===== config.mk =====
export PLATFORM = sky130hd
export DESIGN_NAME = conv2d_frame_sched
export DESIGN_NICKNAME = d
export VERILOG_FILES = /design/src/rtl/conv2d_frame_sched.sv
export SDC_FILE = /design/constraint.sdc
export NUM_CORES = 1
export LEC_CHECK = 0
export CORE_ASPECT_RATIO = 1.2
export CORE_UTILIZATION = 36
export CTS_BUF_LIST = sky130_fd_sc_hd__clkbuf_8
export DETAILED_ROUTE_END_ITERATION = 8
export HOLD_SLACK_MARGIN = 0.15
export PLACE_DENSITY_LB_ADDON = 0.12
export SLEW_MARGIN = 0
export SYNTH_ARGS = -nofsm -noshare
export SYNTH_HDL_FRONTEND = slang
export SYNTH_SLANG_ARGS = --single-unit

===== constraint.sdc =====
create_clock -name clk -period 13.54 [get_ports clk]
set_clock_uncertainty 0.2 [all_clocks]
set_input_delay 2.708 -clock clk [delete_from_list [all_inputs] [get_ports clk]]
set_output_delay 2.708 -clock clk [all_outputs]
set_load 0.01 [all_outputs]

===== src/rtl/conv2d_frame_sched.sv =====
// conv2d_frame_sched: walks a 3x3 stride-1 window over an IMG_W x IMG_H map, feeds the conv engine, writes results
// Ports: clk/rst (async active-high); go starts a frame from IDLE; busy high outside IDLE; frame_done one-cycle
// pulse after the last write; rd_en/rd_addr/rd_data read the pixel RAM (data one cycle after strobe);
// win_flat carries the nine window bytes to the engine; eng_start/eng_done/eng_out handshake with the engine;
// wr_en/wr_addr/wr_data write results in raster order.
// Optional macro SAT8_EN: clamp wr_data to 255 for 8-bit next-layer storage.
module conv2d_frame_sched #(
    parameter int IMG_W  = 8,
    parameter int IMG_H  = 8,
    parameter int ADDR_W = 8
) (
    input  logic              clk,
    input  logic              rst,
    input  logic              go,
    output logic              busy,
    output logic              frame_done,
    output logic              rd_en,
    output logic [ADDR_W-1:0] rd_addr,
    input  logic [7:0]        rd_data,
    output logic [71:0]       win_flat,
    output logic              eng_start,
    input  logic              eng_done,
    input  logic [15:0]       eng_out,
    output logic              wr_en,
    output logic [ADDR_W-1:0] wr_addr,
    output logic [15:0]       wr_data
);
    typedef enum logic [2:0] {IDLE, FETCH, CAPT, START, RUN, WRITE, DONE} state_t;
    state_t state, state_n;
    logic [3:0] k, k_n;
    logic [ADDR_W-1:0] r, c, r_n, c_n, rd_addr_n, wr_addr_n;
    logic [15:0] res_n;
    logic last;
    assign last = (r == ADDR_W'(IMG_H-3)) && (c == ADDR_W'(IMG_W-3));
    // outputs are registered from next-state values so rd_en rises the cycle after go is sampled
    assign rd_addr_n = (r_n + ADDR_W'(k_n / 4'd3)) * ADDR_W'(IMG_W) + c_n + ADDR_W'(k_n % 4'd3);
    assign wr_addr_n = r_n * ADDR_W'(IMG_W-2) + c_n;
`ifdef SAT8_EN
    assign res_n = (eng_out > 16'd255) ? 16'd255 : eng_out;
`else
    assign res_n = eng_out;
`endif
    always_comb begin
        state_n = state;
        k_n = k;
        r_n = r;
        c_n = c;
        case (state)
            IDLE: if (go) begin
                state_n = FETCH;
                k_n = '0;
                r_n = '0;
                c_n = '0;
            end
            FETCH: begin
                k_n = (k == 4'd8) ? 4'd0 : k + 4'd1;
                state_n = (k == 4'd8) ? CAPT : FETCH;
            end
            CAPT: state_n = START;
            START: state_n = RUN;
            RUN: state_n = eng_done ? WRITE : RUN;
            WRITE: begin
                c_n = (c == ADDR_W'(IMG_W-3)) ? '0 : c + 1'b1;
                r_n = (c == ADDR_W'(IMG_W-3)) ? r + 1'b1 : r;
                state_n = last ? DONE : FETCH;
            end
            DONE: state_n = IDLE;
            default: state_n = IDLE;
        endcase
    end
    always_ff @(posedge clk or posedge rst) begin
        if (rst) begin
            state <= IDLE;
            k <= '0;
            r <= '0;
            c <= '0;
            busy <= 1'b0;
            frame_done <= 1'b0;
            rd_en <= 1'b0;
            rd_addr <= '0;
            win_flat <= '0;
            eng_start <= 1'b0;
            wr_en <= 1'b0;
            wr_addr <= '0;
            wr_data <= '0;
        end else begin
            state <= state_n;
            k <= k_n;
            r <= r_n;
            c <= c_n;
            busy <= state_n != IDLE;
            frame_done <= state_n == DONE;
            rd_en <= state_n == FETCH;
            eng_start <= state_n == START;
            wr_en <= state_n == WRITE;
            if (state_n == FETCH)
                rd_addr <= rd_addr_n;
            // bytes arrive in k order; nine shifts leave element 0 in the low byte
            if ((state == FETCH && k != 4'd0) || state == CAPT)
                win_flat <= {rd_data, win_flat[71:8]};
            if (state == RUN && eng_done) begin
                wr_addr <= wr_addr_n;
                wr_data <= res_n;
            end
        end
    end
endmodule


==> results of run 1 <==
==> synthesized netlist by cell type (2+ instances only) <==
cell type and count:
a21boi_0 2, mux2i_1 6, a31oi_1 4, a21oi_1 23, o21a_1 3, clkbuf_1 16, nand2_1 83, buf_2 3
mux2_2 78, fa_1 8, nor3_1 8, nor3b_1 3, nand4_1 6, ha_1 33, and2_1 3, a22oi_1 2
inv_1 28, o21ai_0 31, o22ai_1 2, nor4_1 2, a21o_1 10, inv_2 2, o41ai_1 2, nor2_1 28
nand2b_1 3, o21bai_1 6, dfrtp_1 132, and3_1 8, nand3_1 8, xnor2_1 19, o31ai_1 5, and3b_1 2
xor2_1 8, o211ai_1 3
==> registers in the layout (all words and copies together), names as in the netlist, named ones only <==
| name | count |
|---|---|
| state | 3 |
| rd_addr | 8 |
| win_flat | 72 |
| wr_data | 16 |
| wr_addr | 8 |
| rd_en | 1 |
| frame_done | 1 |
| k | 4 |
| c | 8 |
| busy | 1 |
| wr_en | 1 |
| eng_start | 1 |
| r | 7 |
==> kinds of logic after synthesis <==
logic type               share of synthesized area [%]
flip-flops                                       48.88
adder cells (fa/ha/maj)                          8.480
multiplexers                                     14.28
buffers and inverters                            3.148
XOR/XNOR                                         3.499
AO/OA/AOI/OAI                                    9.794
AND/OR/NAND/NOR                                  11.92
==> tightest hold or removal path, stage by stage (launching register included) <==
cell	delay, ps
dfrtp_1	340
nand2_1	50
nand2_1	50
==> metal layers <==
layer	routed length (um)	vias up
li1	-	2406
met1	6900	2418
met2	7603	141
met3	626	23
met4	336	0
met5	0	-
==> how the worst max path moves through the flow <==
stage | from | endpoint | cells past startpoint
2_1_floorplan | go | rd_addr[7] | 29
3_3_place_gp | go | rd_addr[7] | 28
3_5_place_dp | go | rd_addr[7] | 28
4_1_cts | go | rd_addr[7] | 28
5_1_grt | go | rd_addr[7] | 28
6_report | go | rd_addr[7] | 28
==> where the power goes <==
group / internal [mW] / switching (mW)
clock network: 0.170 / 0.162
registers: 0.572 / 0.113
logic: 0.867 / 0.766
==> metrics by stage <==
| stage | hold WS, ps | cells | area (um2) |
|---|---|---|---|
| after floorplan | 239.4 | 608 | 6758 |
| after global placement | 257.6 | 980 | 8401 |
| after detailed placement | 261.8 | 980 | 8401 |
| after CTS | 282.2 | 1012 | 8798 |
| after global routing | 297.7 | 1012 | 8798 |
| final | 276.3 | 1012 | 8798 |
==> final cells by class <==
cell class | count | area [um2]
Sequential cell | 132 | 3303
Inverter | 31 | 123.9
Clock buffer | 18 | 247.7
Timing Repair Buffer | 141 | 1399
Fill cell | 1698 | 9512
Multi-Input combinational cell | 424 | 3259
Clock inverter | 14 | 150.1
Tap cell | 252 | 315.3
==> impl_metrics.csv, run 1 <==
group,metric,value,unit
logic_synthesis,netlist_area,0.006758,mm2
drt,vias,4988,
logic_synthesis,syn_inst,608,
final_layout,layout_common_cells,"136 x clkdlybuf4s50_1, 132 x dfrtp_1, 83 x nand2_1",
clocking,cts-root-buf,"clkbuf_8",
critical_path,rrSetupSlack,6340,ps
global_route,grt_pass1_vias,4981,
logic_synthesis,ys_ff_latch,132,
critical_path,reg2reg_depth,27,
critical_path,crit_required,13660,ps
logic_synthesis,synth_edf_count,0,
clocking,cts.sink_count,132,
global_route,grt_util_met2,28.00,%
global_route,grt_max_degree,73,
worst_hold_path,holdCritPathClass,"flop to flop",
sta,fmax,108.1,MHz
global_route,grt_use_total,16.99,%
drt,drt_iter0_drc,240,
power,p_total,2.650,mW
flow_run,drv_cap,0,
critical_path,crit_fanout,12,
floorplanning,core_area,0.01831,mm2
run_status,outcome,"complete, no violations",
power,peakVddDrop,364.1,uV
placement,place_ws,3902,ps
sta,tns,0,ps
critical_path,crit_buf_inv,4,
drt,wl_per_cell,15.28,um
worst_hold_path,min_to,"wr_addr[1]",
power,power.static_leakage,3.976,nW
logic_synthesis,syn-num-nets,677,
placement,portBuffers,136,
clocking,numCtsBuffers,17,
global_route,antenna_found_initial,0,
floorplanning,die_area,0.01933,mm2
sta,rsz0062_at_grt,"no",
drt,drc,0,
critical_path,r2r_start,"state[1]",
final_layout,drive_gt1_share,17.50,%
global_route,use_met3,3.732,%
floorplanning,io_pins,137,
critical_path,cp_data_arrival_time,9370,ps
clocking,cts-hold-fix-buffers,0,
logic_synthesis,syn_area_per_cell,11.11,um2
clocking,clkTransAtPathRegs,80,ps
power,power.density,301.1,mW/mm2
floorplanning,die_x,127.1,um
logic_synthesis,ys_seq_area_share,48.88,%
logic_synthesis,yosysWarnings,0,
drt,drtAntennaViolNets,0,
critical_path,crit_slowest_cell,"clkdlybuf4s50_1",
clocking,postCtsSetupRepairBufs,0,
logic_synthesis,synth_top_area_cell,"dfrtp_1",
final_layout,postLayoutCoreUtil,48.05,%
clocking,clock_latency,440,ps
placement,gp_congestion,0.8206,
logic_synthesis,synth.area.top_cells,"dfrtp_1 49%, mux2_2 13%, ha_1 6.1%",
sta,fin_ws,4289,ps
floorplanning,die_height,152.1,um
global_route,met1_usage,21.60,%
final_layout,nNetsFinal,816,
clocking,cts_buffer_depth,2,
sta,slew_headroom,34.05,%
drt,wl,15470,um
drt,via_per_inst,4.929,
final_layout,diodes,0,
critical_path,critPathLaunchType,"primary input",
final_layout,areaGrowthSynthToFinish,30.20,%
critical_path,critical_path.endpoint_type,"flop",
logic_synthesis,post_synth_num_cell_types,62,
clocking,h-tree-depth,4,
sta,min_period,9251,ps
final_layout,layout_commonest_cell,"clkdlybuf4s50_1",
critical_path,max_stage_delay,520,ps
clocking,tritoncts,"yes",
sta,fin_crit_sh,68.32,%
global_route,gr-max-usage-layer,"met2",
sta,drv_slew,0,
sta,finalSetupViolCount,0,
floorplanning,start_util,36.91,%
global_route,grt_first_pass_wirelength,25800,um
critical_path,path_class,"primary input to flop",
logic_synthesis,synth_top_flop_cell,"dfrtp_1",
worst_hold_path,whs_path_depth,2,
logic_synthesis,async_flop_share,100.0,%
critical_path,r2r_end,"rd_addr[7]",
sta,final_hold_viol_count,0,
critical_path,path_delay_family,"adder cells",
placement,dpl.hpwl,11330,um
floorplanning,std_cell_rows,54,
logic_synthesis,synth_top_area_share,48.88,%
drt,drtPass1Iterations,4,
worst_hold_path,worstHoldStart,"wr_addr[1]",
global_route,grt-ovfl-total,0,
sta,tightest_slew,978.9,ps
clocking,cts_resized,0,
Power figures use the tool's default switching activity.
==> run 2, diff against run 1 <==
- clock period: 13.54 -> 9.4 ns (I/O delays scaled with it)
==> run 2 against run 1 <==
  * Count of clock-buffer cells in the layout unchanged
  * Core utilization increased by 0.14 points
  * Global-route usage decreased by 0.15 points
  * Via count decreased by 0.66%
  * Critical endpoint unchanged
==> impl_metrics.csv, run 2 (synthesis gave the netlist of run 1 again) <==
group,metric,value,unit
clocking,clkTransAtPathRegs,80,ps
global_route,grt_pass1_vias,4868,
clocking,cts-root-buf,"clkbuf_8",
critical_path,reg2reg_depth,27,
drt,met3_length,541,um
placement,placed_cell_area,0.008401,mm2
sta,slew_headroom,36.46,%
sta,final_hold_viol_count,0,
power,power.density,434.9,mW/mm2
sta,min_period,8371,ps
clocking,tritoncts,"yes",
critical_path,critical_path.endpoint_type,"flop",
floorplanning,die_area,0.01933,mm2
final_layout,largest_reg_flops,72,
sta,tightest_slew,945.0,ps
flow_run,drv_cap,0,
critical_path,r2r_start,"state[1]",
critical_path,crit_buf_inv,4,
clocking,cts_resized,0,
critical_path,cp_data_arrival_time,8490,ps
final_layout,areaGrowthSynthToFinish,30.59,%
final_layout,layout_common_cells,"136 x clkdlybuf4s50_1, 132 x dfrtp_1, 83 x nand2_1",
drt,drtPass1Iterations,4,
sta,fmax,119.5,MHz
critical_path,cp-startpoint,"go",
final_layout,layout_commonest_cell,"clkdlybuf4s50_1",
critical_path,rrSetupSlack,2250,ps
clocking,numCtsBuffers,17,
placement,dpl.hpwl,11310,um
critical_path,cp.depth,28,
critical_path,max_stage_delay,520,ps
sta,fin_crit_sh,89.05,%
drt,routed.top_layer,"met4",
clocking,cts.sink_count,132,
final_layout,drive_gt1_share,17.50,%
floorplanning,die_height,152.1,um
global_route,antenna_found_initial,0,
floorplanning,core_area,0.01831,mm2
final_layout,diodes,0,
drt,drt-met1-wl,6969,um
placement,portBuffers,136,
global_route,grt_max_degree,73,
floorplanning,std_cell_rows,54,
power,p_total,3.838,mW
power,peakVddDrop,521.7,uV
global_route,grt_first_pass_wirelength,25490,um
global_route,grt-ovfl-total,0,
global_route,grt_use_total,16.84,%
sta,drv_slew,0,
floorplanning,io_pins,137,
sta,rsz0062_at_grt,"no",
clocking,h-tree-depth,4,
sta,finalSetupViolCount,0,
floorplanning,die_x,127.1,um
clocking,postCtsSetupRepairBufs,0,
final_layout,largestRegisters,"win_flat (72), wr_data (16)",
clocking,cts-hold-fix-buffers,0,
drt,drc,0,
drt,vias,4955,
power,power.static_leakage,3.990,nW
critical_path,critPathLaunchType,"primary input",
critical_path,crit_fanout,12,
run_status,outcome,"complete, no violations",
critical_path,r2r_end,"rd_addr[7]",
critical_path,path_class,"primary input to flop",
clocking,cts_buffer_depth,2,
placement,gp_congestion,0.8205,
drt,via_per_inst,4.896,
final_layout,fillers,1697,
final_layout,regMostFlops,"win_flat",
drt,drt_iter0_drc,248,
sta,tns,0,ps
critical_path,crit_slowest_cell,"clkdlybuf4s50_1",
clocking,clock_latency,430,ps
critical_path,path_delay_family,"adder cells",
final_layout,fin_area,0.008825,mm2
critical_path,crit_required,9520,ps
drt,wl,15400,um
critical_path,crit_path_end,"rd_addr[7]",
drt,wl_per_cell,15.22,um
worst_hold_path,holdCritPathClass,"flop to flop",
drt,drtAntennaViolNets,0,
floorplanning,start_util,36.91,%
final_layout,nNetsFinal,816,
drt,routed-wl-met2,7534,um
==> run 2: how the worst min path moves through the flow <==
stage / startpoint / to / slack, ps / cells past startpoint
floorplan: flop / flop / 240 / 1
global placement: flop / flop / 260 / 1
detailed placement: wr_addr[0] / wr_addr[0] / 270 / 2
CTS: wr_addr[0] / wr_addr[0] / 290 / 2
global route: wr_data[5] / wr_data[5] / 300 / 2
finish: wr_addr[1] / wr_addr[1] / 280 / 2
==> run 2: per-stage QoR <==
| stage | setup WS [ps] | hold WS (ps) | utilization, % | cells |
|---|---|---|---|---|
| 6_report | 1029 | 277.8 | 48.20 | 1012 |
| 5_1_grt | 621.5 | 298.7 | 48.20 | 1012 |
| 4_1_cts | 1110 | 285.4 | 48.20 | 1012 |
| 3_5_place_dp | 619.7 | 265.8 | 45.88 | 980 |
| 3_3_place_gp | 762.6 | 257.6 | 45.88 | 980 |
| 2_1_floorplan | 1743 | 239.4 | - | 608 |
==> run 2: area by class of cell <==
type	instances	area [um2]	area share (%)
sequential	132	3303	37.43
multi-input combinational	424	3259	36.93
timing repair buffer	141	1399	15.85
tap	252	315.3	3.573
clock buffer	18	247.7	2.807
clock inverter	14	176.4	1.999
inverter	31	123.9	1.404
==> run 2: power breakdown <==
part	leakage [nW]	switching [mW]	total, mW	internal, mW
clock	0.210	0.233	0.505	0.272
combinational	2.13	1.10	2.35	1.25
sequential	1.65	0.162	0.986	0.824
total	3.99	1.50	3.84	2.34
==> run 2: metal layers <==
metal / vias up / GRT usage (%)
li1: 2402 / -
met1: 2411 / 21.36
met2: 122 / 27.68
met3: 20 / 3.662
met4: 0 / 7.086
met5: - / 0
==> run 2: worst min-delay path, stage by stage (launching register included) <==
cell and delay (ps):
dfrtp_1 350, nand2_1 50, nand2_1 50
